$ cat config.mk
export PLATFORM = sky130hd
export DESIGN_NAME = output_channel_credit_tracker
export DESIGN_NICKNAME = d
export VERILOG_FILES = /design/src/rtl/output_channel_credit_tracker_pkg.sv /design/src/rtl/output_channel_credit_counter.sv /design/src/rtl/output_channel_credit_tracker.sv
export SDC_FILE = /design/constraint.sdc
export NUM_CORES = 1
export LEC_CHECK = 0
export CAP_MARGIN = 15
export CORE_AREA = 2 2 39 41
export CTS_CLUSTER_DIAMETER = 80
export CTS_CLUSTER_SIZE = 16
export DETAILED_ROUTE_END_ITERATION = 10
export DIE_AREA = 0 0 41 43
export GPL_TIMING_DRIVEN = 0
export MAX_ROUTING_LAYER = met4
export PLACE_DENSITY = 0.77
export RECOVER_POWER = 25
export SLEW_MARGIN = 20
export SYNTH_ARGS = -nofsm -noshare
export SYNTH_HDL_FRONTEND = slang
export SYNTH_SLANG_ARGS = --single-unit
$ cat constraint.sdc
create_clock -name clock -period 3.4 [get_ports clock]
set_input_delay 0.68 -clock clock [delete_from_list [all_inputs] [get_ports clock]]
set_output_delay 0.68 -clock clock [all_outputs]
set_load 0.02 [all_outputs]
$ cat src/rtl/output_channel_credit_tracker_pkg.sv
// Shared control constants for the PE output-channel credit tracker (channel count, OCI width,
// default credit depth) plus a helper to size credit counters.
package output_channel_credit_tracker_pkg;
   localparam int TIA_NUM_OUTPUT_CHANNELS         = 2;
   localparam int TIA_OCI_WIDTH                   = 4;
   localparam int TIA_OUTPUT_CHANNEL_CREDIT_DEPTH = 4;

   // Counter must hold every value 0..depth inclusive.
   function automatic int credit_width(input int depth);
      return $clog2(depth + 1);
   endfunction
endpackage

$ cat src/rtl/output_channel_credit_counter.sv
// One saturating up/down credit counter with synchronous reinit; registered count and full flag,
// combinational error pulse on an underflow/overflow attempt.
module output_channel_credit_counter
   import output_channel_credit_tracker_pkg::*;
#(
   parameter int CREDIT_DEPTH = TIA_OUTPUT_CHANNEL_CREDIT_DEPTH,
   parameter int CW           = credit_width(CREDIT_DEPTH)
) (
   input  logic          clock,
   input  logic          reset,
   input  logic          credit_reinit,
   input  logic          take,
   input  logic          give,
   output logic [CW-1:0] count,
   output logic          full,
   output logic          err
);
   localparam logic [CW-1:0] DEPTH_C = CW'(CREDIT_DEPTH);

   logic [CW-1:0] count_d, count_q;
   logic          full_d, full_q;

   always_comb begin
      count_d = count_q;
      err     = 1'b0;
      if (credit_reinit) begin
         count_d = DEPTH_C;
      end else if (take && !give) begin
         if (count_q == '0) err = 1'b1;
         else               count_d = count_q - CW'(1);
      end else if (give && !take) begin
         if (count_q == DEPTH_C) err = 1'b1;
         else                    count_d = count_q + CW'(1);
      end
      // Full tracks the next count so both land on the same edge.
      full_d = (count_d == '0);
   end

   always_ff @(posedge clock or posedge reset) begin
      if (reset) begin
         count_q <= DEPTH_C;
         full_q  <= 1'b0;
      end else begin
         count_q <= count_d;
         full_q  <= full_d;
      end
   end

   assign count = count_q;
   assign full  = full_q;
endmodule

$ cat src/rtl/output_channel_credit_tracker.sv
// Per-channel credit tracker producing the registered output_channel_full_status vector.
// Optional sticky credit_error port when TIA_CREDIT_ERROR_DETECT_EN is defined.
module output_channel_credit_tracker
   import output_channel_credit_tracker_pkg::*;
#(
   parameter  int CREDIT_DEPTH = TIA_OUTPUT_CHANNEL_CREDIT_DEPTH,
   localparam int CW           = credit_width(CREDIT_DEPTH),
   localparam int NUM_CH       = TIA_NUM_OUTPUT_CHANNELS
) (
   input  logic                     clock,
   input  logic                     reset,
   input  logic                     credit_reinit,
   input  logic                     issue_valid,
   input  logic [TIA_OCI_WIDTH-1:0] issue_oci,
   input  logic [NUM_CH-1:0]        credit_return,
   output logic [NUM_CH-1:0]        output_channel_full_status,
`ifdef TIA_CREDIT_ERROR_DETECT_EN
   output logic [NUM_CH*CW-1:0]     output_channel_credit_count,
   output logic                     credit_error
`else
   output logic [NUM_CH*CW-1:0]     output_channel_credit_count
`endif
);
   logic [NUM_CH-1:0] take, give, err_pulse;

   always_comb begin
      take = {NUM_CH{issue_valid}} & issue_oci[NUM_CH-1:0];
      give = credit_return;
   end

   generate
      if (TIA_OCI_WIDTH > NUM_CH) begin : g_oci_hi
         // Mask bits beyond the channel count carry no meaning here.
         logic unused_oci_hi;
         assign unused_oci_hi = ^issue_oci[TIA_OCI_WIDTH-1:NUM_CH];
      end
   endgenerate

   for (genvar i = 0; i < NUM_CH; i++) begin : g_ch
      output_channel_credit_counter #(
         .CREDIT_DEPTH (CREDIT_DEPTH),
         .CW           (CW)
      ) u_cnt (
         .clock         (clock),
         .reset         (reset),
         .credit_reinit (credit_reinit),
         .take          (take[i]),
         .give          (give[i]),
         .count         (output_channel_credit_count[i*CW +: CW]),
         .full          (output_channel_full_status[i]),
         .err           (err_pulse[i])
      );
   end

`ifdef TIA_CREDIT_ERROR_DETECT_EN
   logic credit_error_d, credit_error_q;

   always_comb begin
      credit_error_d = credit_error_q | (|err_pulse);
   end

   always_ff @(posedge clock or posedge reset) begin
      if (reset) credit_error_q <= 1'b0;
      else       credit_error_q <= credit_error_d;
   end

   assign credit_error = credit_error_q;
`else
   logic unused_err_pulse;
   assign unused_err_pulse = |err_pulse;
`endif
endmodule
; ---- After elaboration in Yosys (flattened, before gate mapping)
; Index checks and enable logic that the tools add are counted.
[classes]
add_sub_neg = 4
n_mux = 10
n_eq_ne = 2
n_reduce_logical = 12
n_bitwise = 1
[ops]
columns = op, count
row1 = 3-bit 2-to-1 mux, 10
row2 = 3-bit zero test, 4
row3 = "3-bit by 1-bit adder with 3-bit output, second input constant", 2
row4 = "3-bit equality test, second input constant", 2
row5 = "3-bit by 1-bit subtractor with 3-bit output, second input constant", 2
row6 = 1-bit logical AND, 4
row7 = 1-bit zero test, 4
row8 = 2-bit AND, 1
[word_totals]
wordCells = 33
out_inout_bits = 8
ff_bits = 8
inputBits = 10

; ---- Logic depth before layout (Yosys ltp)
[logic_depth]
depth_word = 7
ltp_mapped = 7
mapped_depth_nobuf = 7

; ---- Modules after synthesis
; A second synthesis with hierarchy kept.
[hier_totals]
hier_cells = 78
area_unflattened_um2 = 671.9
[by_module_without_submodules]
columns = mod, seq_area_each_um2, area_per_inst_um2, n_inst, cells_each
row1 = output_channel_credit_counter at g_ch[1].u_cnt, 101.3, 330.3, 1, 38
row2 = output_channel_credit_counter at g_ch[0].u_cnt, 101.3, 329.1, 1, 38
row3 = output_channel_credit_tracker, 0.0, 12.5, 1, 2

; ---- Least setup slack after synthesis
; No wires, ideal clock.
[synth_path]
kind = register to register
from = register g_ch[0].u_cnt.count_q[0]
to = register g_ch[0].u_cnt.full_q
t_required_ns = 3.263
setup_time_ns = 0.137
stages_incl_launch_ff = 8
slack_ns = 1.811
t_arrival_ns = 1.453
cell_sequence = dfrtp_1 -> inv_1 -> ha_1 -> nor2b_1 -> nor3_1 -> nor3_1 -> a311oi_1 -> a211oi_2
[synth_between]
elab_chain_cells = 6
word_cells_on_any_way = 10
cone_classes = add/sub (2) / eq/ne (1) / mux (5) / reduce/logical (2)
[synth_rtl]
columns = item, line
row1 = start: declaration, output_channel_credit_counter.sv:20  ; logic [CW-1:0] count_d, count_q;
row2 = start signal: assignment, output_channel_credit_counter.sv:44  ; count_q <= count_d;
row3 = 3-bit by 1-bit adder with 3-bit output or 3-bit equality test (tied branches), "output_channel_credit_counter.sv:33, output_channel_credit_counter.sv:32"
row4 = 3-bit 2-to-1 mux, output_channel_credit_counter.sv:32  ; if (count_q == DEPTH_C) err = 1'b1;
row5 = 3-bit 2-to-1 mux, output_channel_credit_counter.sv:31  ; end else if (give && !take) begin
row6 = 3-bit 2-to-1 mux *, output_channel_credit_counter.sv:28  ; end else if (take && !give) begin
row7 = 3-bit 2-to-1 mux *, output_channel_credit_counter.sv:26  ; if (credit_reinit) begin
row8 = named net g_ch[0].u_cnt.count_d[1], output_channel_credit_counter.sv:20
row9 = 3-bit zero test *, output_channel_credit_counter.sv:36  ; full_d = (count_d == '0);
row10 = named net g_ch[0].u_cnt.full_d, output_channel_credit_counter.sv:21  ; logic full_d, full_q;
row11 = end signal: assignment, output_channel_credit_counter.sv:45  ; full_q <= full_d;
row12 = end: declaration, output_channel_credit_counter.sv:21
; The timed path passes the listed nets; every way through them passes the cells marked *.

; ---- Final worst setup path
[layout_path]
from = register g_ch[1].u_cnt.count_q[2]
to = output port output_channel_credit_count[5]
[layout_lines]
columns = item, line
row1 = start: declaration, output_channel_credit_counter.sv:20
row2 = start signal: assignment, output_channel_credit_counter.sv:44
row3 = end: declaration, output_channel_credit_tracker.sv:21  ; output logic [NUM_CH*CW-1:0] output_channel_credit_count
; No word-level cell between the ends.

==> flow_summary_export.csv <==
group,metric,value,unit
status,outcome,"completed",
cts,cts_sinks,8,
yosys,synth_area_leaders,"dfrtp_1, ha_1, dfstp_2, inv_1, nand4b_1",
timing,setup_viol,0,
cts,cts_setup_buffers,0,
critical_path,setup.worst_path.end,"output_channel_credit_count[5]",
place,hpwlAfterDp,925,um
place,io_buffers,15,
critical_path,r2r-start,"g_ch[0].u_cnt.count[1]",
detailed_routing,antenna_left,0,
run,cap_viol_max_count,0,
detailed_routing,drt-initial-drc-count,7,
timing,skew,0.0000909,ns
pwr,p_leak,0.000320,uW
layout,seq_area,203,sq um
detailed_routing,wl_per_cell,12.4,um
detailed_routing,drt-pass1-iter-count,4,
yosys,synthDistinctLibCells,28,
critical_path,r2r_end,"g_ch[0].u_cnt.full",
detailed_routing,dr_total_vias,500,
yosys,yosys-top-cells-count,"inv_1, dfrtp_1, ha_1",
layout,n_fill_cell,135,
cts,clock-root-buffer,"clkbuf_4",
cts,clockBufferDepth,2,
pwr,pwr-share-comb,46.9,%
critical_path,worst_setup_path_end_kind,"output port",
critical_path,r2r_setup_slack,1.70,ns
detailed_routing,drt-total-wl,1.18,mm
yosys,synth_top_cell_by_area,"dfrtp_1",
timing,fin_crit_sh,62.6,%
floorplan,core.rowCount,14,
yosys,yosys.cell_count.top_type,"inv_1",
critical_path,startpoint,"g_ch[1].u_cnt.count[2]",
cts,cts_buffers,3,
cts,cts-resized-gates,0,
timing,min_period,2.13,ns
pwr,switching_share,36.7,%
pwr,finalPower,377,uW
yosys,postSynthAreaPerCell,9.76,sq um
timing,slew_viol_final,0,
critical_path,critPathLaunchType,"flip-flop",
pwr,ir_drop,349,uV
cts,htreeDepth,1,
timing,fin_ws,1.27,ns
critical_path,path_buf_inv,1,
critical_path,crit_path_max_incr_delay,0.62,ns
cts,cts_tree,"done",
yosys,synthFlopType,"dfrtp_1",
critical_path,reg2reg_depth,7,
detailed_routing,drc_errors,0,
pwr,seqPwrFrac,34.9,%
layout,final_cells,95,
place,dp_cells,92,
timing,whs,0.618,ns
grt,grt_start_max_net_pins,9,
timing,fmax,470,MHz
floorplan,die_h,43,um
grt,grt_pass1_vias,497,
floorplan,dieWidth,41,um
cts,cts_hold_buf,0,
yosys,synth_edf_count,0,
timing,slew_headroom,71.5,%
min_path,min_path_type,"flip-flop to flip-flop",
floorplan,coreArea,1380,sq um
layout,syn2layout_area_growth,32.4,%
yosys,seq_area_frac_synth,34.0,%
critical_path,worst-path-stages,1,
floorplan,io_pins,18,
pwr,internal_power,239,uW
yosys,synthArstFlopShare,100,%
yosys,ys_warn_count,0,
timing,worstMarginPinSlew,0.424,ns
yosys,syn_area,596,sq um
grt,grt-ovfl-total,0,
layout,antenna-diode-count,0,
critical_path,cp_cell_sequence,"clkdlybuf4s50_1",
yosys,synth_nets,77,
place,place.gp.congestion,0.656,
layout,drive_above_1_share,16.5,%
pwr,net-switching-power,138,uW
cts,clock_latency,0.25,ns
pwr,p_clk_share,18.2,%
timing,final.setup.tns,0,ns
yosys,ys_seq_elements,8,
floorplan,initial_utilization,43.0,%
critical_path,cp_max_fo,6,
layout,final_nets,97,
yosys,synthDominantCellAreaShare,25.2,%
cts,clk_pin_slew,0.04,ns
timing,rsz0062_at_grt,"false",
floorplan,die-area,1760,sq um
critical_path,critical-path-top-delay-family,"buffers and inverters",
grt,track_usage,16.5,%
critical_path,slowest_stage,"clkdlybuf4s50_1",
critical_path,crit_arrival,1.45,ns
place,place_ws,1.15,ns
pwr,powerDensity,478,nW/um^2
critical_path,path_class,"flip-flop to output port",
layout,multi_input_area,352,sq um
critical_path,worstPathRequired,2.72,ns
yosys,syn_inst,61,
detailed_routing,viasPerCell,5.26,
timing,hold_viol,0,
grt,grt_pass1_wl,1.97,mm
grt,antenna_found_initial,0,
==> power by group through the flow <==
stage | Combinational, uW | Clock, uW | Sequential [uW]
final | 177 | 68.6 | 132
after global routing | 195 | 78.1 | 134
after floorplan | 103 | 0 | 144
after CTS | 179 | 71.4 | 132
after global placement | 173 | 0 | 132
after detailed placement | 178 | 0 | 133
==> per-stage QoR <==
| stage | utilization [%] | area, sq um |
|---|---|---|
| after global placement | 55.3 | 766 |
| final | 57.0 | 788 |
| after floorplan | - | 596 |
| after global routing | 57.0 | 788 |
| after detailed placement | 55.3 | 766 |
| after CTS | 57.0 | 788 |
==> sequential cells by signal, indices dropped and copies added (netlist names) <==
| register | flops |
|---|---|
| g_ch.u_cnt.count | 6 |
| g_ch.u_cnt.full | 2 |
==> cell families (layout without fill, tap and decap cells) <==
| group | count (synthesis) | after routing | share of synthesized area, % |
|---|---|---|---|
| and+or+nand+nor | 20 | 20 | 20.0 |
| DFF | 8 | 8 | 34.0 |
| buffers and inverters | 9 | 27 | 6.93 |
| adders and majority gates | 6 | 6 | 12.6 |
| xor gates and xnor gates | 3 | 3 | 4.41 |
| AOI/OAI and AO/OA | 15 | 15 | 22.1 |
==> cell type report <==
class	count	area share, %
Multi-Input combinational cell	44	44.6
Sequential cell	8	25.7
Timing Repair Buffer	15	19.0
Inverter	7	3.33
Clock buffer	3	2.86
Tap cell	16	2.54
Buffer	2	1.90
==> per-layer routing <==
metal / share of wire [%] / GRT usage, %
met1: 43 / 18.9
met3: 6.6 / 7.85
met2: 50 / 27.2
met5: 0 / -
met4: 0 / 0
==> layout by cell type (no fill, tap or decap), types with 2 or more instances in the layout <==
master           instances
a211oi_2                 2
a31oi_1                  3
buf_4                    2
clkbuf_4                 3
clkdlybuf4s50_1         14
dfrtp_1                  6
dfstp_2                  2
ha_1                     6
inv_1                    7
nand2_1                  2
nand3_1                  2
nand4b_1                 3
nor2_1                   3
nor2b_1                  2
nor3_1                   3
o21ai_0                  2
xnor2_1                  3
==> how the worst min path moves through the flow <==
stage,from,endpoint,slack (ns),cells after the start
after floorplan,reset,g_ch[0].u_cnt.count[0],0.49,1
after global placement,g_ch[1].u_cnt.count[2],g_ch[1].u_cnt.count[2],0.62,2
after detailed placement,g_ch[1].u_cnt.count[2],g_ch[1].u_cnt.count[2],0.61,2
after CTS,g_ch[1].u_cnt.count[2],g_ch[1].u_cnt.count[2],0.63,2
after global routing,g_ch[1].u_cnt.count[2],g_ch[1].u_cnt.count[2],0.67,2
final,g_ch[1].u_cnt.count[2],g_ch[1].u_cnt.count[2],0.62,2
(Power assumes the default switching activity.)
